==> config.mk <==
export PLATFORM = sky130hd
export DESIGN_NAME = music_seq_ctrl
export DESIGN_NICKNAME = d
export VERILOG_FILES = /design/src/rtl/music_pkg.sv /design/src/rtl/music_beat_timer.sv /design/src/rtl/music_seq_ctrl.sv
export SDC_FILE = /design/constraint.sdc
export NUM_CORES = 1
export LEC_CHECK = 0
export ABC_AREA = 1
export CORE_AREA = 2 2 87 89
export DETAILED_ROUTE_END_ITERATION = 8
export DIE_AREA = 0 0 89 91
export PLACE_DENSITY_LB_ADDON = 0.08
export SYNTH_ARGS = -nofsm -noshare
export SYNTH_HDL_FRONTEND = slang
export SYNTH_HIERARCHICAL = 1
export SYNTH_SLANG_ARGS = --single-unit
export TNS_END_PERCENT = 30
==> constraint.sdc <==
create_clock -name clk -period 3.08 [get_ports clk]
set_input_delay 0.616 -clock clk [delete_from_list [all_inputs] [get_ports clk]]
set_output_delay 0.616 -clock clk [all_outputs]
set_load 0.05 [all_outputs]
==> src/rtl/music_pkg.sv <==
// Shared definitions for the music playback sequencer.
//   NOTE_W / ADDR_W  : note-code and ROM-address widths
//   NOTE_REST        : note code that means "silence for this beat"
//   state_t          : sequencer state encoding
//   DEF_*            : default timing constants (12 MHz clock, 0.5 s beat)
package music_pkg;

  localparam int NOTE_W = 5;
  localparam int ADDR_W = 8;

  localparam logic [NOTE_W-1:0] NOTE_REST = 5'd0;

  typedef enum logic [1:0] {
    ST_IDLE  = 2'd0,
    ST_PLAY  = 2'd1,
    ST_GAP   = 2'd2,
    ST_PAUSE = 2'd3
  } state_t;

  localparam int DEF_BEAT_CYCLES = 6000000;
  localparam int DEF_GAP_CYCLES  = 600000;
  localparam int DEF_SONG_LEN    = 48;
  localparam int DEF_CNT_W       = 23;

endpackage

==> src/rtl/music_beat_timer.sv <==
// Beat timer for the music sequencer.
// Counts clk cycles within a beat and flags the two interesting positions:
//   clk, rst_n : clock, asynchronous active-low reset
//   clear      : force the count back to 0 (start / stop)
//   run        : advance the count this cycle (low while paused or idle)
//   gap_hit    : count is on the last sounded cycle of the beat
//   end_hit    : count is on the last cycle of the beat (beat boundary)
// The count wraps to 0 by itself on the boundary, so a new beat always
// begins at 0 whether playback continues, loops or ends.
module music_beat_timer #(
  parameter int BEAT_CYCLES = 6000000,
  parameter int GAP_CYCLES  = 600000,
  parameter int CNT_W       = 23
) (
  input  logic clk,
  input  logic rst_n,
  input  logic clear,
  input  logic run,
  output logic gap_hit,
  output logic end_hit
);

  logic [CNT_W-1:0] count;

  always_ff @(posedge clk or negedge rst_n) begin
    if (!rst_n) begin
      count <= '0;
    end else if (clear) begin
      count <= '0;
    end else if (run) begin
      count <= end_hit ? '0 : count + 1'b1;
    end
  end

  // With GAP_CYCLES == 0 both compares coincide; the sequencer then skips
  // the GAP state and takes the boundary straight from PLAY.
  assign gap_hit = (count == CNT_W'(BEAT_CYCLES - GAP_CYCLES - 1));
  assign end_hit = (count == CNT_W'(BEAT_CYCLES - 1));

endmodule

==> src/rtl/music_seq_ctrl.sv <==
// Playback sequencer for an 8-bit-address, 5-bit-note music ROM.
// Steps the ROM address once per beat, latches the note for the tone
// generator, and silences the last GAP_CYCLES of every beat so repeated
// notes re-attack.
//   clk, rst_n : clock, asynchronous active-low reset
//   start      : pulse, (re)start from address 0 (also clears a pause)
//   stop       : pulse, abort to IDLE without done
//   pause      : pulse, toggle PLAY/GAP <-> PAUSE (ignored in IDLE)
//   loop_en    : level, wrap to address 0 after the last entry
//   rom_addr   : ROM address (next-cycle address, see below)
//   rom_data   : ROM note code for rom_addr, combinational
//   note       : registered note code
//   note_on    : registered "sound the note"
//   beat_tick  : registered pulse on the first cycle of each beat
//   busy       : state is not IDLE
//   done       : registered pulse when a non-looped song ends
//
// Handshake: there are no valid/ready pairs; start/stop/pause are one-cycle
// pulses acted on at the next rising edge with priority stop > start > pause,
// and rom_data is assumed valid in the same cycle rom_addr is presented.
//
// rom_addr carries the address the address register is about to load, so
// the ROM already returns the new beat's note on the cycle the note register
// loads it; note and rom_addr therefore agree on every beat_tick cycle.
module music_seq_ctrl
  import music_pkg::*;
#(
  parameter int BEAT_CYCLES = DEF_BEAT_CYCLES,
  parameter int GAP_CYCLES  = DEF_GAP_CYCLES,
  parameter int SONG_LEN    = DEF_SONG_LEN,
  parameter int CNT_W       = DEF_CNT_W
) (
  input  logic              clk,
  input  logic              rst_n,
  input  logic              start,
  input  logic              stop,
  input  logic              pause,
  input  logic              loop_en,
  output logic [ADDR_W-1:0] rom_addr,
  input  logic [NOTE_W-1:0] rom_data,
  output logic [NOTE_W-1:0] note,
  output logic              note_on,
  output logic              beat_tick,
  output logic              busy,
  output logic              done
);

  state_t              state_q, state_d;
  state_t              resume_q, resume_d;   // sub-state to return to from PAUSE
  logic [ADDR_W-1:0]   addr_q, addr_d;
  logic [NOTE_W-1:0]   note_q, note_d;
  logic                note_on_q, note_on_d;
  logic                tick_q, tick_d;
  logic                done_q, done_d;

  logic gap_hit, end_hit;
  logic running, boundary, last, song_end;
  logic tmr_clear, tmr_run;

  assign running  = (state_q == ST_PLAY) || (state_q == ST_GAP);
  assign boundary = end_hit &&
                    ((state_q == ST_GAP) || ((state_q == ST_PLAY) && (GAP_CYCLES == 0)));
  assign last     = (addr_q == ADDR_W'(SONG_LEN - 1));
  assign song_end = boundary && last && !loop_en;

  // A pause pulse freezes the count on the cycle it arrives, unless that
  // cycle is a boundary: the boundary completes first, then the freeze.
  assign tmr_clear = stop || start;
  assign tmr_run   = running && !stop && !start && (!pause || boundary);

  music_beat_timer #(
    .BEAT_CYCLES (BEAT_CYCLES),
    .GAP_CYCLES  (GAP_CYCLES),
    .CNT_W       (CNT_W)
  ) u_timer (
    .clk     (clk),
    .rst_n   (rst_n),
    .clear   (tmr_clear),
    .run     (tmr_run),
    .gap_hit (gap_hit),
    .end_hit (end_hit)
  );

  // Address next-state kept in its own process: rom_data depends on it, and
  // the note next-state below depends on rom_data.
  always_comb begin
    addr_d = addr_q;
    if (stop || start) begin
      addr_d = '0;
    end else if (boundary) begin
      // Last entry goes to 0 both when looping and when the song ends.
      addr_d = last ? '0 : addr_q + 1'b1;
    end
  end

  assign rom_addr = addr_d;

  always_comb begin
    state_d   = state_q;
    resume_d  = resume_q;
    note_d    = note_q;
    note_on_d = note_on_q;
    tick_d    = 1'b0;
    done_d    = 1'b0;

    if (stop) begin
      state_d   = ST_IDLE;
      resume_d  = ST_PLAY;
      note_d    = NOTE_REST;
      note_on_d = 1'b0;
    end else if (start) begin
      state_d   = ST_PLAY;
      resume_d  = ST_PLAY;
      note_d    = rom_data;
      note_on_d = (rom_data != NOTE_REST);
      tick_d    = 1'b1;
    end else begin
      case (state_q)
        ST_PLAY, ST_GAP: begin
          if (song_end) begin
            state_d   = ST_IDLE;
            note_d    = NOTE_REST;
            note_on_d = 1'b0;
            done_d    = 1'b1;
          end else if (boundary) begin
            state_d   = ST_PLAY;
            note_d    = rom_data;
            note_on_d = (rom_data != NOTE_REST);
            tick_d    = 1'b1;
            if (pause) begin
              state_d   = ST_PAUSE;
              resume_d  = ST_PLAY;
              note_on_d = 1'b0;
            end
          end else if (pause) begin
            state_d   = ST_PAUSE;
            resume_d  = state_q;
            note_on_d = 1'b0;
          end else if ((state_q == ST_PLAY) && gap_hit && (GAP_CYCLES != 0)) begin
            state_d   = ST_GAP;
            note_on_d = 1'b0;
          end
        end
        ST_PAUSE: begin
          if (pause) begin
            state_d   = resume_q;
            note_on_d = (resume_q == ST_PLAY) && (note_q != NOTE_REST);
          end
        end
        default: begin
        end
      endcase
    end
  end

  always_ff @(posedge clk or negedge rst_n) begin
    if (!rst_n) begin
      state_q   <= ST_IDLE;
      resume_q  <= ST_PLAY;
      addr_q    <= '0;
      note_q    <= NOTE_REST;
      note_on_q <= 1'b0;
      tick_q    <= 1'b0;
      done_q    <= 1'b0;
    end else begin
      state_q   <= state_d;
      resume_q  <= resume_d;
      addr_q    <= addr_d;
      note_q    <= note_d;
      note_on_q <= note_on_d;
      tick_q    <= tick_d;
      done_q    <= done_d;
    end
  end

  assign note      = note_q;
  assign note_on   = note_on_q;
  assign beat_tick = tick_q;
  assign done      = done_q;
  assign busy      = (state_q != ST_IDLE);

endmodule

[After elaboration in Yosys (flattened, before gate mapping)]
Cells that the tools add are included.
Widths: inputs -> output; s select.
Word-level totals
  output and inout port bits: 17
  register bits after elaboration: 43
  bits in read-only memories: 0
  bits of input ports: 11
  memory bits (writable): 0
  memories: 0
  latch bits: 0
Cells by class
  shift-type cells: 0
  $mul: 0
  $add $sub $neg: 2
  reduce and logical (&&, ||, !) cells: 27
  order comparisons: 0
  eq/ne operators: 10
  bitwise operators: 0
  multiplexer cells: 45
  div/mod/pow operators: 0
Operators by type and width (number)
  $mux 23: 3
  $eq 23x23->1 const B: 2
  $mux 2: 15
  $mux 5: 5
  $mux 8: 3
  $add 23x1->23 const B: 1
  $mux 1: 17
  $reduce_bool 5->1: 2
  $add 8x1->8 const B: 1
  $eq 8x6->1 const B: 1
  $logic_and 1x1->1: 8
  $reduce_bool 4->1: 2
  $ne 7x7->1 const B: 1
  $reduce_and 3->1: 2
  $reduce_bool 3->1: 2
  $eq 2x1->1 const B: 2
  $eq 2x2->1 const B: 2
  $logic_not 1->1: 4
  $ne 4x4->1 const B: 1
  $pmux 2 s2: 1
  $reduce_bool 2->1: 2
  $logic_or 1x1->1: 3
  $ne 3x3->1 const B: 1
  $pmux 1 s2: 1
  other kinds (2): 2

[Depth between registers and ports, before layout]
Gate-level depths: netlist (run 1).
  word-level depth: 9
  mapped depth: 16
  depth with buffers taken out: 15

[By module]
Netlist (run 1), hierarchy kept.
Modules (own cells, without submodules)
  music_beat_timer: sequential area each 575.6 um^2, area each 1567.8 um^2, times used 1, cells each 233
  music_seq_ctrl: sequential area each 501.7 um^2, area each 1237.4 um^2, times used 1, cells each 165

[Worst setup path before layout (run 1)]
OpenSTA, ideal clock, no wires.
  path kind: flip-flop to output port
  from: reg u_timer.count[0]
  to: out rom_addr[3]
  stages on the path, launching flop included: 11
  data arrival time: 2.755 ns
  data required time: 2.464 ns
  path slack: -0.291 ns
  cell sequence: dfrtp_1 ha_1 nand2_2 nor2_4 nand2_2 nor4_1 nand2_1 buf_6 nor3_2 nor2_1 nor3_1
Between the ends
  longest elaborated chain between the ends: 4
Ends and longest elaborated chain
  from (decl): line music_beat_timer.sv:23  | logic [CNT_W-1:0] count;
  from (signal assigned): line music_beat_timer.sv:31  | count <= end_hit ? '0 : count + 1'b1;
  $eq 23x23->1: line music_beat_timer.sv:38  | assign end_hit = (count == CNT_W'(BEAT_CYCLES - 1));
  net end_hit: line music_seq_ctrl.sv:56  | logic gap_hit, end_hit;
  $logic_and 1x1->1: line music_seq_ctrl.sv:61  | assign boundary = end_hit &&
  $mux 8: line music_seq_ctrl.sv:90  | end else if (boundary) begin
  $mux 8: line music_seq_ctrl.sv:88  | if (stop || start) begin
  to (decl): line music_seq_ctrl.sv:39  | output logic [ADDR_W-1:0] rom_addr,
The timed path passes the listed nets, and every way through them passes these cells.

[Worst setup path after layout (run 1)]
  from: reg u_timer.count[1]
  to: out rom_addr[5]
Same word-level chain as after synthesis.

==> insert_results.sql, run 1 <==
INSERT INTO impl_metrics (metric_group, metric, value, unit) VALUES
('synthesis', 'post_synth.cell_area_avg', '7.05', 'um^2'),
('synthesis', 'most_used_standard_cell_by_instance_count_after_synthesis', 'sky130_fd_sc_hd__nand2_1', ''),
('power', 'power.density_cell_area', '317', 'nW/um^2'),
('detailed_routing', 'via_per_inst', '4.87', ''),
('synthesis', 'synth_sequential_area_ratio', '38.4', '%'),
('timing', 'timing_max_transition_violations_final', '0', ''),
('timing', 'timing.final.setup_violations', '0', ''),
('detailed_routing', 'antenna_left', '0', ''),
('synthesis', 'synth.top_cells.by_count', '104 x sky130_fd_sc_hd__nand2_1, 56 x sky130_fd_sc_hd__nor2_1, 53 x sky130_fd_sc_hd__inv_1', ''),
('synthesis', 'ys_types', '33', ''),
('setup_path', 'crit_required', '2.46', 'ns'),
('power', 'p_clk_share', '32.5', '%'),
('setup_path', 'worst_setup_startpoint', 'u_timer/count[1]', ''),
('detailed_routing', 'drc_errors', '0', ''),
('synthesis', 'syn_area', '2810', 'um^2'),
('finish', 'area_growth_syn_to_layout', '25.2', '%'),
('place', 'buffer_ports.inserted', '27', ''),
('clock_network', 'insertion_delay', '0.30', 'ns'),
('floorplanning', 'start_util', '39.3', '%'),
('setup_path', 'worst-path-max-fanout', '3', ''),
('finish', 'number_of_cells_in_the_finished_layout_apart_from_fillers', '547', ''),
('synthesis', 'synthDominantCellAreaShare', '37.5', '%'),
('place', 'post_dp_cell_area', '3310', 'um^2'),
('power', 'power_report.internal_total', '0.791', 'mW'),
('synthesis', 'synthesis.yosys.warnings', '6', ''),
('detailed_routing', 'detailedRoute.firstPassIterationCount', '4', ''),
('setup_path', 'worst_ep_arrival_time', '2.36', 'ns'),
('floorplanning', 'die-height', '91', 'um'),
('timing', 'number_of_hold_slack_violations_in_the_final_timing_report', '0', ''),
('timing', 'fmax', '336', 'MHz'),
('power', 'vdd_ir_drop_max', '0.000176', 'V'),
('floorplanning', 'rows', '31', ''),
('place', 'gp_congestion', '0.914', ''),
('timing', 'slew_headroom', '33.4', '%'),
('grt', 'grt_max_degree', '44', ''),
('power', 'power.net_switching', '0.321', 'mW'),
('clock_network', 'cts_buffers', '5', ''),
('synthesis', 'number_of_flops_mapped_to_enable_cells_by_yosys', '0', ''),
('synthesis', 'synth-seq-cells', '43', ''),
('detailed_routing', 'vias', '2663', ''),
('setup_path', 'r2r_start', 'u_timer/count[1]', ''),
('detailed_routing', 'drt-initial-drc-count', '132', ''),
('clock_network', 'cts_tree', 'done', ''),
('timing', 'period_share', '96.5', '%'),
('timing', 'final_period_minus_worst_setup_slack', '2.97', 'ns'),
('run_status', 'status', 'finished, final reports clean', ''),
('flow_run', 'drv.max_cap_violation_count', '0', ''),
('timing', 'tightestPinTransition', '0.998', 'ns'),
('synthesis', 'synthDominantAreaCellType', 'sky130_fd_sc_hd__dfrtp_1', ''),
('floorplanning', 'die_width', '89', 'um'),
('grt', 'grt_pass1_wl', '11.6', 'mm'),
('floorplanning', 'core_area', '7140', 'um^2'),
('synthesis', 'ys_dominant_reg_cell', 'sky130_fd_sc_hd__dfrtp_1', ''),
('min_path', 'min-delay-path-class', 'input pin to async pin', ''),
('clock_network', 'max-clock-path-buffers', '2', ''),
('clock_network', 'cts.sinks', '43', ''),
('finish', 'stdcell_area', '3510', 'um^2'),
('finish', 'finalNetCount', '465', ''),
('detailed_routing', 'routedWlPerCell', '12.6', 'um'),
('detailed_routing', 'detail_route.wirelength', '6.88', 'mm'),
('synthesis', 'postSynthNetCount', '416', ''),
('grt', 'total_global_route_track_usage', '18.0', '%'),
('synthesis', 'syn-instance-count', '398', ''),
('synthesis', 'synth_async_sr_flop_share', '100', '%'),
('finish', 'drive_gt1_share', '18.1', '%'),
('finish', 'antenna-diode-count', '0', ''),
('clock_network', 'clock_tree.htree_level_count', '2', ''),
('setup_path', 'critPathLaunchType', 'register', ''),
('clock_network', 'clkTransAtPathRegs', '0.09', 'ns'),
('grt', 'globalRoute.totalOverflow', '0', ''),
('power', 'power.static_leakage', '1.58', 'nW');
==> power by group through the flow <==
stage,clock network [mW],registers (mW),logic [mW]
2_1_floorplan,0,0.617,0.0781
3_3_place_gp,0,0.598,0.166
3_5_place_dp,0,0.597,0.164
4_1_cts,0.381,0.587,0.167
5_1_grt,0.403,0.589,0.183
6_report,0.361,0.587,0.164
==> sequential cells by signal, summed over array words and instances, names as in the netlist <==
signal / flops
addr_q: 8
done: 1
u_timer/count: 23
resume_q: 2
beat_tick: 1
note_on: 1
note: 5
state_q: 2
==> worst max-delay path, stage by stage (launching register included) <==
cell	delay, ns
sky130_fd_sc_hd__dfrtp_1	0.41
sky130_fd_sc_hd__ha_4	0.16
sky130_fd_sc_hd__nand2_2	0.07
sky130_fd_sc_hd__nor2_4	0.13
sky130_fd_sc_hd__nand2_4	0.08
sky130_fd_sc_hd__nor4_4	0.27
sky130_fd_sc_hd__nand2_2	0.15
sky130_fd_sc_hd__nor3_4	0.17
sky130_fd_sc_hd__nand2_1	0.10
sky130_fd_sc_hd__o21bai_1	0.18
sky130_fd_sc_hd__inv_1	0.09
sky130_fd_sc_hd__nor2_4	0.11
sky130_fd_sc_hd__buf_12	0.14
==> final timing paths <==
kind | end | depth (start not counted) | slack (ns)
max in group asynchronous | u_timer/count[18] | 1 | 1.93
min in group clk | resume_q[0] | 2 | 0.50
worst min register to register | resume_q[0] | 2 | 0.50
worst max register to register | u_timer/count[20] | 17 | 0.24
worst min-delay path | u_timer/count[13] | 1 | 0.48
worst max-delay path | rom_addr[5] | 12 | 0.11
==> repair_timing <==
action	4_1_cts	5_1_grt
gates resized for setup	8	8
pin swaps	2	11
endpoints found under the setup margin	6	6
buffers inserted	1	6
==> cells by family (layout without fill, tap and decap cells) <==
family	after synthesis	count (layout)	share of synthesized area (%)
xor+xnor	6	6	1.87
compound gates	32	32	6.74
buf+inv	63	113	8.97
simple gates	247	247	40.9
flops	43	43	38.4
fa+ha+maj	7	7	3.12
==> cell type report <==
type	count	area, um^2
Clock buffer	7	76.3
Fill cell	743	3630
Inverter	60	228
Clock inverter	1	5.00
Tap cell	99	124
Multi-Input combinational cell	292	1540
Sequential cell	43	1080
Timing Repair Buffer	45	463
==> layer usage <==
| metal | vias up | track usage, % | part of all wire (%) |
|---|---|---|---|
| li1 | 1360 | - | - |
| met1 | 1245 | 24.2 | 46 |
| met2 | 46 | 29.2 | 50 |
| met3 | 12 | 2.64 | 3.0 |
| met4 | 0 | 6.47 | 1.6 |
| met5 | - | 0 | 0 |
==> cell usage in the layout (no fill, tap or decap), drive strengths merged <==
| cell | count |
|---|---|
| a21oi | 9 |
| a31oi | 2 |
| nand2 | 112 |
| nor4 | 2 |
| dfrtp | 42 |
| clkinv | 1 |
| nand4 | 17 |
| o21bai | 2 |
| nor3 | 11 |
| dfstp | 1 |
| buf | 27 |
| nand3 | 33 |
| o21a | 1 |
| nor2 | 70 |
| clkdlybuf4s50 | 18 |
| inv | 60 |
| o21ai | 18 |
| ha | 7 |
| clkbuf | 7 |
| and2 | 1 |
| xor2 | 5 |
| xnor2 | 1 |
| nor3b | 1 |
==> per-stage QoR <==
stage	TNS, ns	utilization [%]	power, mW	setup WS [ns]
5_1_grt	-0.112	49.2	1.17	-0.0754
6_report	0	49.2	1.11	0.108
2_1_floorplan	-0.374	-	0.695	-0.142
4_1_cts	0	48.1	1.13	0.000896
3_5_place_dp	0	46.4	0.762	0.164
3_3_place_gp	0	46.4	0.763	0.209
No activity file was read; power rests on OpenSTA's default activity.
==> run 2: changes to the inputs <==
- ABC_AREA: 1 -> 0
- CORE_AREA: 2 2 87 89 -> 2 2 82 84
- CTS_BUF_LIST: default -> sky130_fd_sc_hd__clkbuf_4
- DIE_AREA: 0 0 89 91 -> 0 0 84 86
==> run 2 against run 1 <==
  * Highest routed layer unchanged
  * Clock skew fell by 0.0042 ns
  * Largest cell class unchanged
  * Sequential cell count did not move
  * Maximum frequency fell by 3.3%
  * Final cell count fell by 30%
  * Final area fell by 9.7%
  * Total power fell by 7.8%
  * Hold slack got worse by 0.080 ns
  * Clock power fell by 18%
  * Largest power group unchanged
  * Setup slack got worse by 0.10 ns
  * Critical path type unchanged
  * Die area fell by 11%
  * Non-clock buffer count rose by 6
  * First-iteration DRC count fell by 28%
==> insert_results.sql, run 2 <==
INSERT INTO impl_metrics (metric_group, metric, value, unit) VALUES
('run_status', 'status', 'finished, final reports clean', ''),
('synthesis', 'synthDominantCellAreaShare', '42.6', '%'),
('finish', 'stdcell_area', '3170', 'um^2'),
('timing', 'slew_headroom', '34.0', '%'),
('synthesis', 'syn-instance-count', '255', ''),
('synthesis', 'synthDominantAreaCellType', 'sky130_fd_sc_hd__dfrtp_1', ''),
('setup_path', 'cp-end-kind', 'primary output', ''),
('place', 'dpl.hpwl', '4.07', 'mm'),
('setup_path', 'r2r_start', 'u_timer/count[21]', ''),
('clock_network', 'insertion_delay', '0.35', 'ns'),
('floorplanning', 'rows', '29', ''),
('floorplanning', 'start_util', '39.3', '%'),
('timing', 'clock_skew', '0.0123', 'ns'),
('grt', 'grt_pass1_wl', '9.85', 'mm'),
('place', 'place_ws', '0.0209', 'ns'),
('finish', 'antenna-diode-count', '0', ''),
('timing', 'final_period_minus_worst_setup_slack', '3.07', 'ns'),
('synthesis', 'syn_area', '2460', 'um^2'),
('floorplanning', 'area_of_the_die', '7220', 'um^2'),
('floorplanning', 'io_pins', '28', ''),
('synthesis', 'ys_types', '50', ''),
('finish', 'top_register', 'u_timer/count', ''),
('detailed_routing', 'antenna_left', '0', ''),
('setup_path', 'worst_setup_startpoint', 'u_timer/count[21]', ''),
('setup_path', 'crit_type', 'register to primary output', ''),
('min_path', 'min-delay-path-class', 'input pin to async pin', ''),
('power', 'vdd_ir_drop_max', '0.000185', 'V'),
('clock_network', 'cts_buffers', '5', ''),
('detailed_routing', 'routedWlPerCell', '15.4', 'um'),
('power', 'power.density_cell_area', '323', 'nW/um^2'),
('clock_network', 'cts.sinks', '43', ''),
('clock_network', 'cts.root.buffer_cell', 'sky130_fd_sc_hd__clkbuf_4', ''),
('grt', 'globalRoute.totalOverflow', '0', ''),
('floorplanning', 'core_area', '6280', 'um^2'),
('setup_path', 'critPathLaunchType', 'register', ''),
('timing', 'fmax', '325', 'MHz'),
('finish', 'area.sequential', '1080', 'um^2'),
('synthesis', 'most_used_standard_cell_by_instance_count_after_synthesis', 'sky130_fd_sc_hd__dfrtp_1', ''),
('grt', 'total_global_route_track_usage', '16.8', '%'),
('power', 'power.static_leakage', '1.21', 'nW'),
('place', 'post_dp_cell_area', '2970', 'um^2'),
('clock_network', 'cts_hold_buffers', '0', ''),
('timing', 'number_of_hold_slack_violations_in_the_final_timing_report', '0', ''),
('synthesis', 'synth-seq-cells', '43', ''),
('flow_run', 'drv.max_cap_violation_count', '0', ''),
('clock_network', 'cts_tree', 'done', ''),
('place', 'buffer_ports.inserted', '27', ''),
('floorplanning', 'die_width', '84', 'um'),
('finish', 'drive_gt1_share', '24.3', '%'),
('timing', 'period_share', '99.8', '%'),
('clock_network', 'clkTransAtPathRegs', '0.13', 'ns'),
('place', 'gp_congestion', '0.845', ''),
('synthesis', 'synth_async_sr_flop_share', '100', '%'),
('finish', 'layout.cells.most_common_list', '41 x sky130_fd_sc_hd__dfrtp_1, 25 x sky130_fd_sc_hd__buf_4, 22 x sky130_fd_sc_hd__nand2_1', ''),
('synthesis', 'synth.top_cells.by_count', '42 x sky130_fd_sc_hd__dfrtp_1, 23 x sky130_fd_sc_hd__nand2_1, 20 x sky130_fd_sc_hd__a21oi_1', ''),
('setup_path', 'crit_required', '2.46', 'ns'),
('synthesis', 'postSynthNetCount', '273', ''),
('grt', 'antenna_found_initial', '0', ''),
('timing', 'tightestPinTransition', '0.990', 'ns'),
('floorplanning', 'die-height', '86', 'um'),
('finish', 'layout_commonest_cell', 'sky130_fd_sc_hd__dfrtp_1', ''),
('clock_network', 'clock_tree.htree_level_count', '2', ''),
('detailed_routing', 'vias', '2142', ''),
('finish', 'multi_input_comb_area', '1410', 'um^2'),
('synthesis', 'ys_dominant_reg_cell', 'sky130_fd_sc_hd__dfrtp_1', ''),
('finish', 'finalNetCount', '321', ''),
('finish', 'largest_register_ff_count', '23', ''),
('setup_path', 'worst-path-max-fanout', '4', ''),
('timing', 'rsz0062_at_grt', 'true', ''),
('clock_network', 'max-clock-path-buffers', '2', ''),
('detailed_routing', 'detail_route.wirelength', '5.86', 'mm'),
('synthesis', 'post_synth.cell_area_avg', '9.67', 'um^2'),
('finish', 'nFillCells', '586', ''),
('detailed_routing', 'drt-initial-drc-count', '95', ''),
('detailed_routing', 'drc_errors', '0', ''),
('grt', 'vias_in_the_first_global_route', '2109', ''),
('synthesis', 'number_of_flops_mapped_to_enable_cells_by_yosys', '0', ''),
('timing', 'timing_max_transition_violations_final', '0', ''),
('synthesis', 'synth_sequential_area_ratio', '43.7', '%'),
('detailed_routing', 'detailedRoute.firstPassIterationCount', '4', ''),
('grt', 'grt_max_degree', '44', ''),
('timing', 'timing.final.setup_violations', '0', ''),
('synthesis', 'synthesis.yosys.warnings', '6', ''),
('setup_path', 'worst_ep_arrival_time', '2.46', 'ns'),
('setup_path', 'reg2reg_depth', '11', ''),
('finish', 'area_growth_syn_to_layout', '28.6', '%'),
('detailed_routing', 'via_per_inst', '5.62', ''),
('synthesis', 'ranking_of_synthesized_cells_by_area', 'sky130_fd_sc_hd__dfrtp_1 43%, sky130_fd_sc_hd__a21oi_1 4.1%, sky130_fd_sc_hd__ha_1 3.6%', ''),
('timing', 'fin_ws', '0.00695', 'ns');
-- run 2: stage by stage --
step	hold WS [ns]	util, %	power [mW]	TNS (ns)	instances
after CTS	0.441	49.4	1.04	-0.0827	378
after floorplan	0.320	-	0.675	-0.679	255
final	0.403	50.5	1.02	0	381
after global placement	0.483	47.2	0.740	0	367
after global routing	0.483	50.5	1.08	-0.840	381
after detailed placement	0.495	47.2	0.739	0	367
-- run 2: layout make-up --
class | instances | area share [%]
Clock buffer | 8 | 1.89
Inverter | 9 | 1.07
Multi-Input combinational cell | 193 | 44.4
Sequential cell | 43 | 34.0
Tap cell | 77 | 3.04
Timing Repair Buffer | 51 | 15.6
-- run 2: cell families (layout without fill, tap and decap cells) --
group                    Yosys count  after routing  share of synthesized area, %
XOR/XNOR                          13             13                          4.62
AO/OA/AOI/OAI                     62             62                          17.2
AND/OR/NAND/NOR                  110            110                          25.9
adder cells (fa/ha/maj)            7              7                          3.55
flip-flops                        43             43                          43.7
multiplexers                       1              1                         0.406
buffers and inverters             19             68                          4.62
-- run 2: path summary, 6_finish.rpt --
path / endpoint / slack (ns)
worst max-delay path: rom_addr[5] / 0.007
worst min-delay path: u_timer/count[20] / 0.40
worst max register to register: u_timer/count[11] / 0.26
worst min register to register: note[4] / 0.52
max in group asynchronous: u_timer/count[17] / 2.01
min in group clk: note[4] / 0.52
-- run 2: what timing repair did --
item	4_1_cts	5_1_grt
setup endpoints to repair	8	18
pin swaps	7	2
endpoints found under the hold margin	0	0
gates resized for setup	12	10
buffers inserted	4	3
-- run 2: critical path, cell delays in order, from the launching register on --
cell and delay (ns):
sky130_fd_sc_hd__dfrtp_1 0.43, sky130_fd_sc_hd__nor4bb_4 0.38, sky130_fd_sc_hd__nand3_2 0.13, sky130_fd_sc_hd__nor4_2 0.14, sky130_fd_sc_hd__buf_4 0.17, sky130_fd_sc_hd__nand4_1 0.16, sky130_fd_sc_hd__or3_4 0.38, sky130_fd_sc_hd__a21oi_4 0.14
sky130_fd_sc_hd__buf_6 0.17
-- run 2: per-layer routing --
metal	track usage, %	wire length (um)	up-vias	part of all wire (%)
li1	-	-	1044	-
met1	23.6	2900	1061	50
met2	26.5	2730	30	47
met3	3.08	151	7	2.6
met4	4.99	78	0	1.3
met5	0	0	-	0
-- run 2: power by group --
group / leakage (nW) / internal (mW) / switching [mW]
clock network: 0.0368 / 0.118 / 0.178
logic: 0.582 / 0.0525 / 0.0940
registers: 0.588 / 0.574 / 0.00787
total: 1.21 / 0.745 / 0.280
